## src/rtl/relay_pkg.sv

```systemverilog
// Shared types for the relay-timed J address bus driver.
package relay_pkg;

  localparam int ADDR_W_DEF = 16;

  typedef enum logic [1:0] {
    IDLE,
    SETTLE,
    DRIVE,
    RELEASE
  } j_drv_state_t;

endpackage

```

## src/rtl/relay_delay_cnt.sv

```systemverilog
// Small up-counter timing the relay settle and release phases.
module relay_delay_cnt #(
  parameter int W = 2
) (
  input  logic         clk,
  input  logic         rst_n,
  input  logic         load,
  input  logic         en,
  input  logic [W-1:0] target,
  output logic         done
);

  logic [W-1:0] cnt;

  // load restarts the phase at zero; done flags the last cycle of the phase
  always_ff @(posedge clk or negedge rst_n) begin
    if (!rst_n) begin
      cnt <= '0;
    end else if (load) begin
      cnt <= '0;
    end else if (en) begin
      cnt <= cnt + 1'b1;
    end
  end

  assign done = (cnt == target);

endmodule

```

## src/rtl/j_addr_bus_driver.sv

```systemverilog
// J register pair and relay-timed address bus driver with level req/ack handshake.
// Optional load-while-driving detection is enabled by defining J_CONTEND_CHECK_EN.
module j_addr_bus_driver
  import relay_pkg::*;
#(
  parameter int ADDR_W      = ADDR_W_DEF,
  parameter int SETTLE_CYC  = 2,
  parameter int RELEASE_CYC = 1
) (
  input  logic              clk,
  input  logic              rst_n,
  input  logic [ADDR_W/2-1:0] data_in,
  input  logic              ld_j1,
  input  logic              ld_j2,
  input  logic              sel_j_req,
  output logic              sel_j_ack,
  output logic [ADDR_W-1:0] addr_out,
  output logic              addr_oe,
  output logic              led_sel_j,
  output logic [ADDR_W-1:0] j_value,
  output logic              err_contend
);

  localparam int HALF_W  = ADDR_W / 2;
  localparam int MAX_CYC = (SETTLE_CYC > RELEASE_CYC) ? SETTLE_CYC : RELEASE_CYC;
  localparam int CNT_W   = $clog2(MAX_CYC + 1);

  localparam logic [CNT_W-1:0] SETTLE_LAST  = CNT_W'((SETTLE_CYC > 0) ? SETTLE_CYC - 1 : 0);
  localparam logic [CNT_W-1:0] RELEASE_LAST = CNT_W'(RELEASE_CYC - 1);

  // With no relay make time a request goes straight to DRIVE with ack
  localparam j_drv_state_t START_STATE = (SETTLE_CYC == 0) ? DRIVE : SETTLE;
  localparam logic         START_ACK   = (SETTLE_CYC == 0);

  j_drv_state_t      state;
  logic [HALF_W-1:0] j1;
  logic [HALF_W-1:0] j2;
  logic [HALF_W-1:0] j1_next;
  logic [HALF_W-1:0] j2_next;
  logic              in_idle;
  logic              cnt_load;
  logic              cnt_done;
  logic [CNT_W-1:0]  cnt_target;

  assign in_idle = (state == IDLE);
  assign j1_next = (in_idle && ld_j1) ? data_in : j1;
  assign j2_next = (in_idle && ld_j2) ? data_in : j2;

  always_ff @(posedge clk or negedge rst_n) begin
    if (!rst_n) begin
      j1 <= '0;
      j2 <= '0;
    end else begin
      j1 <= j1_next;
      j2 <= j2_next;
    end
  end

  assign j_value = {j1, j2};

  // Counter sits at zero outside the timed phases and restarts on every phase exit
  assign cnt_load = (state == IDLE) || (state == DRIVE) ||
                    ((state == SETTLE) && (!sel_j_req || cnt_done)) ||
                    ((state == RELEASE) && cnt_done);
  assign cnt_target = (state == RELEASE) ? RELEASE_LAST : SETTLE_LAST;

  relay_delay_cnt #(
    .W(CNT_W)
  ) u_delay_cnt (
    .clk    (clk),
    .rst_n  (rst_n),
    .load   (cnt_load),
    .en     (1'b1),
    .target (cnt_target),
    .done   (cnt_done)
  );

  always_ff @(posedge clk or negedge rst_n) begin
    if (!rst_n) begin
      state     <= IDLE;
      addr_oe   <= 1'b0;
      sel_j_ack <= 1'b0;
      addr_out  <= '0;
    end else begin
      case (state)
        IDLE: begin
          if (sel_j_req) begin
            state     <= START_STATE;
            addr_oe   <= 1'b1;
            sel_j_ack <= START_ACK;
            addr_out  <= {j1_next, j2_next};
          end
        end
        SETTLE: begin
          if (!sel_j_req) begin
            state     <= RELEASE;
            addr_oe   <= 1'b0;
            sel_j_ack <= 1'b0;
            addr_out  <= '0;
          end else if (cnt_done) begin
            state     <= DRIVE;
            sel_j_ack <= 1'b1;
          end
        end
        DRIVE: begin
          if (!sel_j_req) begin
            state     <= RELEASE;
            addr_oe   <= 1'b0;
            sel_j_ack <= 1'b0;
            addr_out  <= '0;
          end
        end
        RELEASE: begin
          // A request still pending when the bus has been off long enough restarts at once
          if (cnt_done) begin
            if (sel_j_req) begin
              state     <= START_STATE;
              addr_oe   <= 1'b1;
              sel_j_ack <= START_ACK;
              addr_out  <= j_value;
            end else begin
              state <= IDLE;
            end
          end
        end
        default: begin
          state     <= IDLE;
          addr_oe   <= 1'b0;
          sel_j_ack <= 1'b0;
          addr_out  <= '0;
        end
      endcase
    end
  end

  assign led_sel_j = addr_oe;

`ifdef J_CONTEND_CHECK_EN
  always_ff @(posedge clk or negedge rst_n) begin
    if (!rst_n) begin
      err_contend <= 1'b0;
    end else if ((ld_j1 || ld_j2) && !in_idle) begin
      err_contend <= 1'b1;
    end
  end
`else
  assign err_contend = 1'b0;
`endif

endmodule

```

## config.mk

```make
export PLATFORM = sky130hd
export DESIGN_NAME = j_addr_bus_driver
export DESIGN_NICKNAME = d
export VERILOG_FILES = /design/src/rtl/relay_pkg.sv /design/src/rtl/relay_delay_cnt.sv /design/src/rtl/j_addr_bus_driver.sv
export SDC_FILE = /design/constraint.sdc
export NUM_CORES = 1
export LEC_CHECK = 0
export ABC_CLOCK_PERIOD_IN_PS = 5200
export CORE_UTILIZATION = 52
export CTS_CLUSTER_SIZE = 20
export DETAILED_ROUTE_END_ITERATION = 10
export PLACE_DENSITY_LB_ADDON = 0.2
export SLEW_MARGIN = 10
export SYNTH_ARGS = -nofsm -noshare
export SYNTH_HDL_FRONTEND = slang
export SYNTH_SLANG_ARGS = --single-unit
export TNS_END_PERCENT = 20
```

## constraint.sdc

```tcl
create_clock -name clk -period 5.2 [get_ports clk]
set_input_delay 0.78 -clock clk [delete_from_list [all_inputs] [get_ports clk]]
set_output_delay 0.78 -clock clk [all_outputs]
set_load 0.01 [all_outputs]
```

==> key figures, run 1 <==
Outcome
  – Run status: finished, final reports clean

Clock tree
  – Num CTS Buffers: 5
  – Post-CTS Resized: 0
  – # H-tree levels: 2
  – Clk_lat worst skew: 0.28 ns
  – Deepest clock path buffer count: 2
  – TritonCTS clock tree: yes
  – Cts hold-fix bufs: 0
  – Clock slew at reported path FFs: 0.07 ns
  – CTS Sinks: 38
  – Clock root cell: clkbuf_8
  – Post-CTS Setup Inserts: 0

Final layout
  – Share of cells above drive strength 1: 0.243
  – Most frequent cells in the layout: clkdlybuf4s50_1 (46), dfrtp_1 (38), mux2_4 (30)
  – Footprint of the multi-input gates: 933 um2
  – FF+latch area: 951 um2
  – Area added between synthesis and finish: 28.5%
  – Layout Nets: 207
  – Fillers: 243
  – Commonest non-fill, non-tap cell in the layout: clkdlybuf4s50_1
  – Antenna diode count: 0

Logic synthesis
  – Share of Yosys cell area claimed by the top area cell type: 0.487
  – Async SR Flop Fraction: 1.00
  – Ys Warns: 0
  – Mapped Cells: 143
  – Sequential element share of the synthesized area: 0.487
  – Top post-synthesis cells by area: dfrtp_1 (49%), mux2_4 (23%), a22o_1 (6.7%)
  – Syn_area_per_cell: 13.6 um2
  – Netlist area before placement: 1950 um2
  – EDFF count, synth: 0
  – Post-Synthesis Net Count: 161
  – Yosys cell types: 34
  – Synth area leader: dfrtp_1
  – Top_reg_cell synth: dfrtp_1
  – #FFs+latches synth: 38

Hold path
  – HP Class: register to register
  – HP Start: addr_out[15]

Setup path
  – Max FO, Critical Path: 16
  – Slowest stage delay, CP: 0.73 ns
  – Crit path from: sel_j_req
  – Critical path capture point type: register
  – Crit path buffers/inverters: 1
  – WP data required: 5.36 ns
  – Crit path DAT: 2.92 ns
  – Worst path cell trace: clkdlybuf4s50_1 > and2b_1 > a2bb2oi_2 > a21oi_4 > mux2_1
  – WS Path Type: input pin to register
  – Slowest cell on the critical path: clkdlybuf4s50_1
  – Reg-to-Reg Start: state[0]
  – Top cell family by delay on the critical path: compound AO/OA/AOI/OAI gates
  – Startpoint class of the critical path: input pin
  – Reg-to-reg setup timing slack: 2.85 ns

Route
  – First-pass iteration count of the detailed router: 4
  – WL per Instance: 17.2 um
  – Iter 0 DRT Violations: 80
  – Vias/cell: 5.54
  – Vias post-DR: 1301
  – Post-DRT Antenna Nets: 0
  – Total wire length: 4040 um
  – Remaining DRCs: 0

Timing
  – RSZ-0062 raised after global routing: no
  – Setup tns final: 0 ns
  – Final setup vio count: 0
  – Slew margin rel.: 0.445
  – Final Hold Fails: 0
  – Final Skew: 0.00765 ns
  – Worst-margin pin slew: 0.832 ns
  – Max Clock Freq: 363 MHz
  – Fin crit share: 0.530
  – Tmin final: 2.75 ns
  – Slew Viols, Final: 0

Floorplanning
  – Die Area: 4000 um2
  – Die Y-Extent: 63.3 um
  – Chip width: 63.3 um
  – Row count: 21
  – I/O pin count: 49
  – Starting density of the core: 0.563
  – CORE AREA: 3470 um2

Power and ir drop
  – Pint: 1120 uW
  – Net Sw Power: 631 uW
  – Total Power: 1750 uW
  – Pwr dens: 699 nW/um2
  – Clock Power Share: 0.107
  – LEAKAGE: 0.00119 uW
  – Flop pwr share: 0.305
  – Switch share: 0.360
  – Worst IR Drop VDD: 0.406 mV
  – Gate power share: 0.588

Global route
  – Largest net degree at the start of global routing: 39
  – Vias in the first global route: 1393
  – Gr usage total: 0.230
  – Global-route wire length before repair: 7020 um
  – Initial antenna violation count: 0
  – Remaining Overflow, GRT: 0

Place
  – Placer Congestion: 0.892
  – # port buffers: 47
  – HPWL Detailed: 2730 um

Job
  – Max Cap Viol: 0
-- metal layers --
metal,vias to the layer above,global-route usage,share of wire
met5,-,0,0
met4,0,0.0767,0.0084
met3,4,0.0435,0.050
met2,44,0.372,0.49
met1,647,0.310,0.46
li1,606,-,-
-- power by group through the flow --
stage	Clock, uW	Sequential, uW	Combinational [uW]
after detailed placement	0	538	1030
after floorplan	0	571	654
after global placement	0	529	1010
after CTS	194	536	1040
final	189	535	1030
after global routing	209	556	1110
-- per-stage QoR --
stage / std cells / cell area, um2 / setup WS [ns] / hold WS [ns] / utilization
floorplan: 143 / 1950 / 3.22 / 0.484 / -
global placement: 228 / 2430 / 2.18 / 0.484 / 0.700
detailed placement: 228 / 2430 / 2.14 / 0.495 / 0.700
CTS: 235 / 2510 / 2.43 / 0.520 / 0.723
global route: 235 / 2510 / 2.34 / 0.529 / 0.723
finish: 235 / 2510 / 2.45 / 0.514 / 0.723
-- synthesized netlist by cell type, drive strengths merged (2+ instances only) --
library cell	n
dfrtp	38
mux2	34
a22o	15
buf	7
inv	6
nor2	6
ha	5
nand2	5
o21ai	4
a21oi	3
nor3	3
a211oi	2
o22ai	2
-- final timing paths --
| kind | to | cells past startpoint |
|---|---|---|
| setup / recovery | addr_out[15] | 5 |
| hold / removal | addr_out[15] | 1 |
| setup reg to reg | addr_out[15] | 6 |
| hold reg to reg | addr_out[15] | 1 |
| max in group asynchronous | addr_out[13] | 1 |
| min in group asynchronous | j2[3] | 1 |
-- area by class of cell --
class	instances	area share
inverter	6	0.00898
sequential	38	0.379
timing repair buffer	47	0.186
clock buffer	5	0.0274
multi-input combinational	91	0.372
clock inverter	2	0.00399
tap	46	0.0229
-- state kept, by name (all words and copies together), names as in the netlist --
name	flops
sel_j_ack	1
state	2
addr_oe	1
u_delay_cnt.cnt	2
addr_out	16
j2	8
j1	8
-- cell families (layout without fill, tap and decap cells) --
kind of cell             count (synthesis)  after routing  synth area share
multiplexers                            34             34             0.254
AO/OA/AOI/OAI                           31             31             0.130
buffers and inverters                   14             60            0.0359
XOR/XNOR                                 1              1           0.00449
flip-flops                              38             38             0.487
AND/OR/NAND/NOR                         19             19            0.0545
other                                    1              1           0.00192
adder cells (fa/ha/maj)                  5              5            0.0321
(Power assumes the default switching activity.)
==> run 2: changes to the inputs <==
--- a/config.mk
+++ b/config.mk
@@ -5,8 +5,8 @@
 export SDC_FILE = /design/constraint.sdc
 export NUM_CORES = 1
 export LEC_CHECK = 0
-export ABC_CLOCK_PERIOD_IN_PS = 5200
-export CORE_UTILIZATION = 52
+export ABC_CLOCK_PERIOD_IN_PS = 2730
+export CORE_UTILIZATION = 49
 export CTS_CLUSTER_SIZE = 20
 export DETAILED_ROUTE_END_ITERATION = 10
 export PLACE_DENSITY_LB_ADDON = 0.2
==> constraint.sdc (replaced) <==
create_clock -name clk -period 2.73 [get_ports clk]
set_input_delay 0.4095 -clock clk [delete_from_list [all_inputs] [get_ports clk]]
set_output_delay 0.4095 -clock clk [all_outputs]
set_load 0.01 [all_outputs]
==> run 2 against run 1 <==
Core utilization is 4.0 points lower. Sequential power is 91% higher. First-iteration DRC count is 50% lower. Count of clock-buffer cells in the layout is 2 higher. Via count is 1.9% higher. Register-to-register slack worse by 2.3 ns. Combinational power is 92% higher. Non-clock buffer count is 3 higher. Worst setup slack worse by 1.9 ns. Design area is 2.0% higher. Die area is 5.9% higher. Critical endpoint is now addr_out[9]. Largest cell class unchanged. Largest power group unchanged.
==> key figures, run 2 (synthesized netlist as in run 1, its figures left out) <==
Final layout
  – Cell area after layout: 2560 um2 (+2.0%)
  – Area added between synthesis and finish: 31.1%
  – Final Util: 0.683 (-0.0398)
  – Antenna diode count: 0 (unchanged)
  – Biggest registers after layout: addr_out (16), j1 (8), j2 (8)
  – Largest register FFs: 16 (unchanged)
  – Most frequent cells in the layout: clkdlybuf4s50_1 (46), dfrtp_1 (38), mux2_4 (30)
  – Share of cells above drive strength 1: 0.244 (about the same)
  – Biggest register: addr_out
  – Layout Nets: 210 (+1.4%)
  – Commonest non-fill, non-tap cell in the layout: clkdlybuf4s50_1

Route
  – Top sig layer: met4
  – Met3 WL: 157 um (-22%)
  – Remaining DRCs: 0 (unchanged)
  – Vias/cell: 5.50 (-0.62%)
  – First-pass iteration count of the detailed router: 4 (unchanged)
  – WL met1: 1790 um (-2.7%)
  – Total wire length: 4070 um (+0.84%)
  – Met2 wire len: 2040 um (+4.1%)
  – Vias post-DR: 1326 (+1.9%)
  – WL per Instance: 16.9 um (-1.7%)
  – Iter 0 DRT Violations: 40 (-50%)
  – Post-DRT Antenna Nets: 0 (unchanged)

Job
  – Max Cap Viol: 0 (unchanged)

Timing
  – Final Hold Fails: 0 (unchanged)
  – Slew margin rel.: 0.205 (-0.240)
  – Setup tns final: 0 ns (unchanged)
  – Worst-margin pin slew: 1.19 ns (+0.358 ns)
  – Slew Viols, Final: 0 (unchanged)
  – Fin crit share: 0.808
  – Final setup vio count: 0 (unchanged)
  – Tmin final: 2.21 ns
  – RSZ-0062 raised after global routing: no
  – Hold_ws: 0.218 ns (-0.296 ns)
  – Final Skew: 0.00585 ns (-0.00180 ns)
  – Max Clock Freq: 453 MHz

Setup path
  – Crit path DAT: 2.44 ns (-0.48 ns)
  – Top cell family by delay on the critical path: simple AND/OR/NAND/NOR gates
  – WS Path Type: register to register
  – Slowest cell on the critical path: nor2b_1
  – Crit path buffers/inverters: 0 (-1)
  – Worst path cell trace: ha_1 > nor2b_1 > a22o_1 > mux2_4
  – Slowest stage delay, CP: 0.97 ns (+0.24 ns)
  – WP data required: 2.96 ns (-2.40 ns)
  – Max FO, Critical Path: 16 (unchanged)
  – Critical path capture point type: register
  – Startpoint class of the critical path: register

Global route
  – Largest net degree at the start of global routing: 39 (unchanged)
  – Global-route wire length before repair: 6710 um (-4.4%)
  – Remaining Overflow, GRT: 0 (unchanged)
  – Vias in the first global route: 1342 (-3.7%)
  – Initial antenna violation count: 0 (unchanged)
  – Gr usage total: 0.216 (-0.0141)

Clock tree
  – Deepest clock path buffer count: 2 (unchanged)
  – Clk_lat worst skew: 0.29 ns (about the same)
  – CTS Sinks: 38 (unchanged)
  – Clock root cell: clkbuf_8
  – # H-tree levels: 2 (unchanged)
  – TritonCTS clock tree: yes
  – Num CTS Buffers: 5 (unchanged)
  – Post-CTS Resized: 0 (unchanged)
  – Clock slew at reported path FFs: 0.07 ns (about the same)
  – Cts hold-fix bufs: 0 (unchanged)
  – Post-CTS Setup Inserts: 0 (unchanged)

Power and ir drop
  – Net Sw Power: 1210 uW (+91%)
  – Worst IR Drop VDD: 0.953 mV (+130%)
  – Pwr dens: 1350 nW/um2 (+93%)
  – Gate power share: 0.572 (-0.016)
  – Switch share: 0.348 (-0.0116)
  – Flop pwr share: 0.294 (-0.011)
  – Pint: 2250 uW (+100%)
  – Clock Power Share: 0.134 (+0.027)
  – LEAKAGE: 0.00122 uW (+1.9%)

Outcome
  – Run status: finished, final reports clean

Floorplanning
  – Die Area: 4240 um2 (+5.9%)
  – Chip width: 65.1 um (+2.9%)
  – CORE AREA: 3740 um2 (+7.9%)
  – Row count: 22 (+4.8%)
  – I/O pin count: 49 (unchanged)
  – Starting density of the core: 0.521 (-0.0414)
  – Die Y-Extent: 65.1 um (+2.9%)

Place
  – Area after DPL: 2450 um2 (+1.0%)
  – Placer Congestion: 0.866 (-2.9%)
  – HPWL Detailed: 2900 um (+6.4%)
  – # port buffers: 47 (unchanged)

Hold path
  – HP Class: input pin to async pin
run 2: cell types whose count changed in the layout (fill, tap and decap cells not counted):
cell / delta
nor2b_2: -1
clkbuf_1: +2
nor2b_1: +1
buf_4: +3
bufinv_16: +1
clkinv_2: -2
run 2: metrics by stage:
stage	worst slack (ns)	instances	power, uW
finish	0.524	241	3460
global placement	0.620	233	2950
floorplan	0.756	143	2330
global route	0.301	241	3680
detailed placement	0.529	233	3010
CTS	0.522	241	3490
run 2: worst register-to-register path, cell delays in order, from the launching register on:
cell	delay [ns]
dfrtp_1	0.43
ha_1	0.34
nor2b_1	0.97
a22o_1	0.26
mux2_4	0.14
run 2: power groups by stage:
stage               registers [uW]  logic, uW  clock network, uW
detailed placement            1030       1990                  0
floorplan                     1090       1250                  0
global route                  1050       2130                495
finish                        1020       1980                464
global placement              1010       1940                  0
CTS                           1020       2000                472
run 2: path summary, 6_finish.rpt:
check	startpoint	to	slack [ns]	cells past startpoint
worst max-delay path	state[0]	addr_out[9]	0.52	4
worst min-delay path	rst_n	j1[6]	0.22	1
worst max register to register	state[0]	addr_out[9]	0.52	4
worst min register to register	addr_out[10]	addr_out[10]	0.51	1
max in group asynchronous	rst_n	state[0]	1.99	1
min in group clk	addr_out[10]	addr_out[10]	0.51	1
run 2: layout make-up:
type,instances,area [um2]
clock inverters,1,30.0
flip-flops and latches,38,951
well taps,48,60.1
inverters,6,22.5
multi-input cells,91,931
fillers,288,1180
repair buffers,50,488
clock buffers,7,76.3
run 2: metal layers:
layer,GRT usage,up-vias
li1,-,614
met1,0.277,673
met2,0.354,31
met3,0.0486,8
met4,0.0842,0
met5,0,-
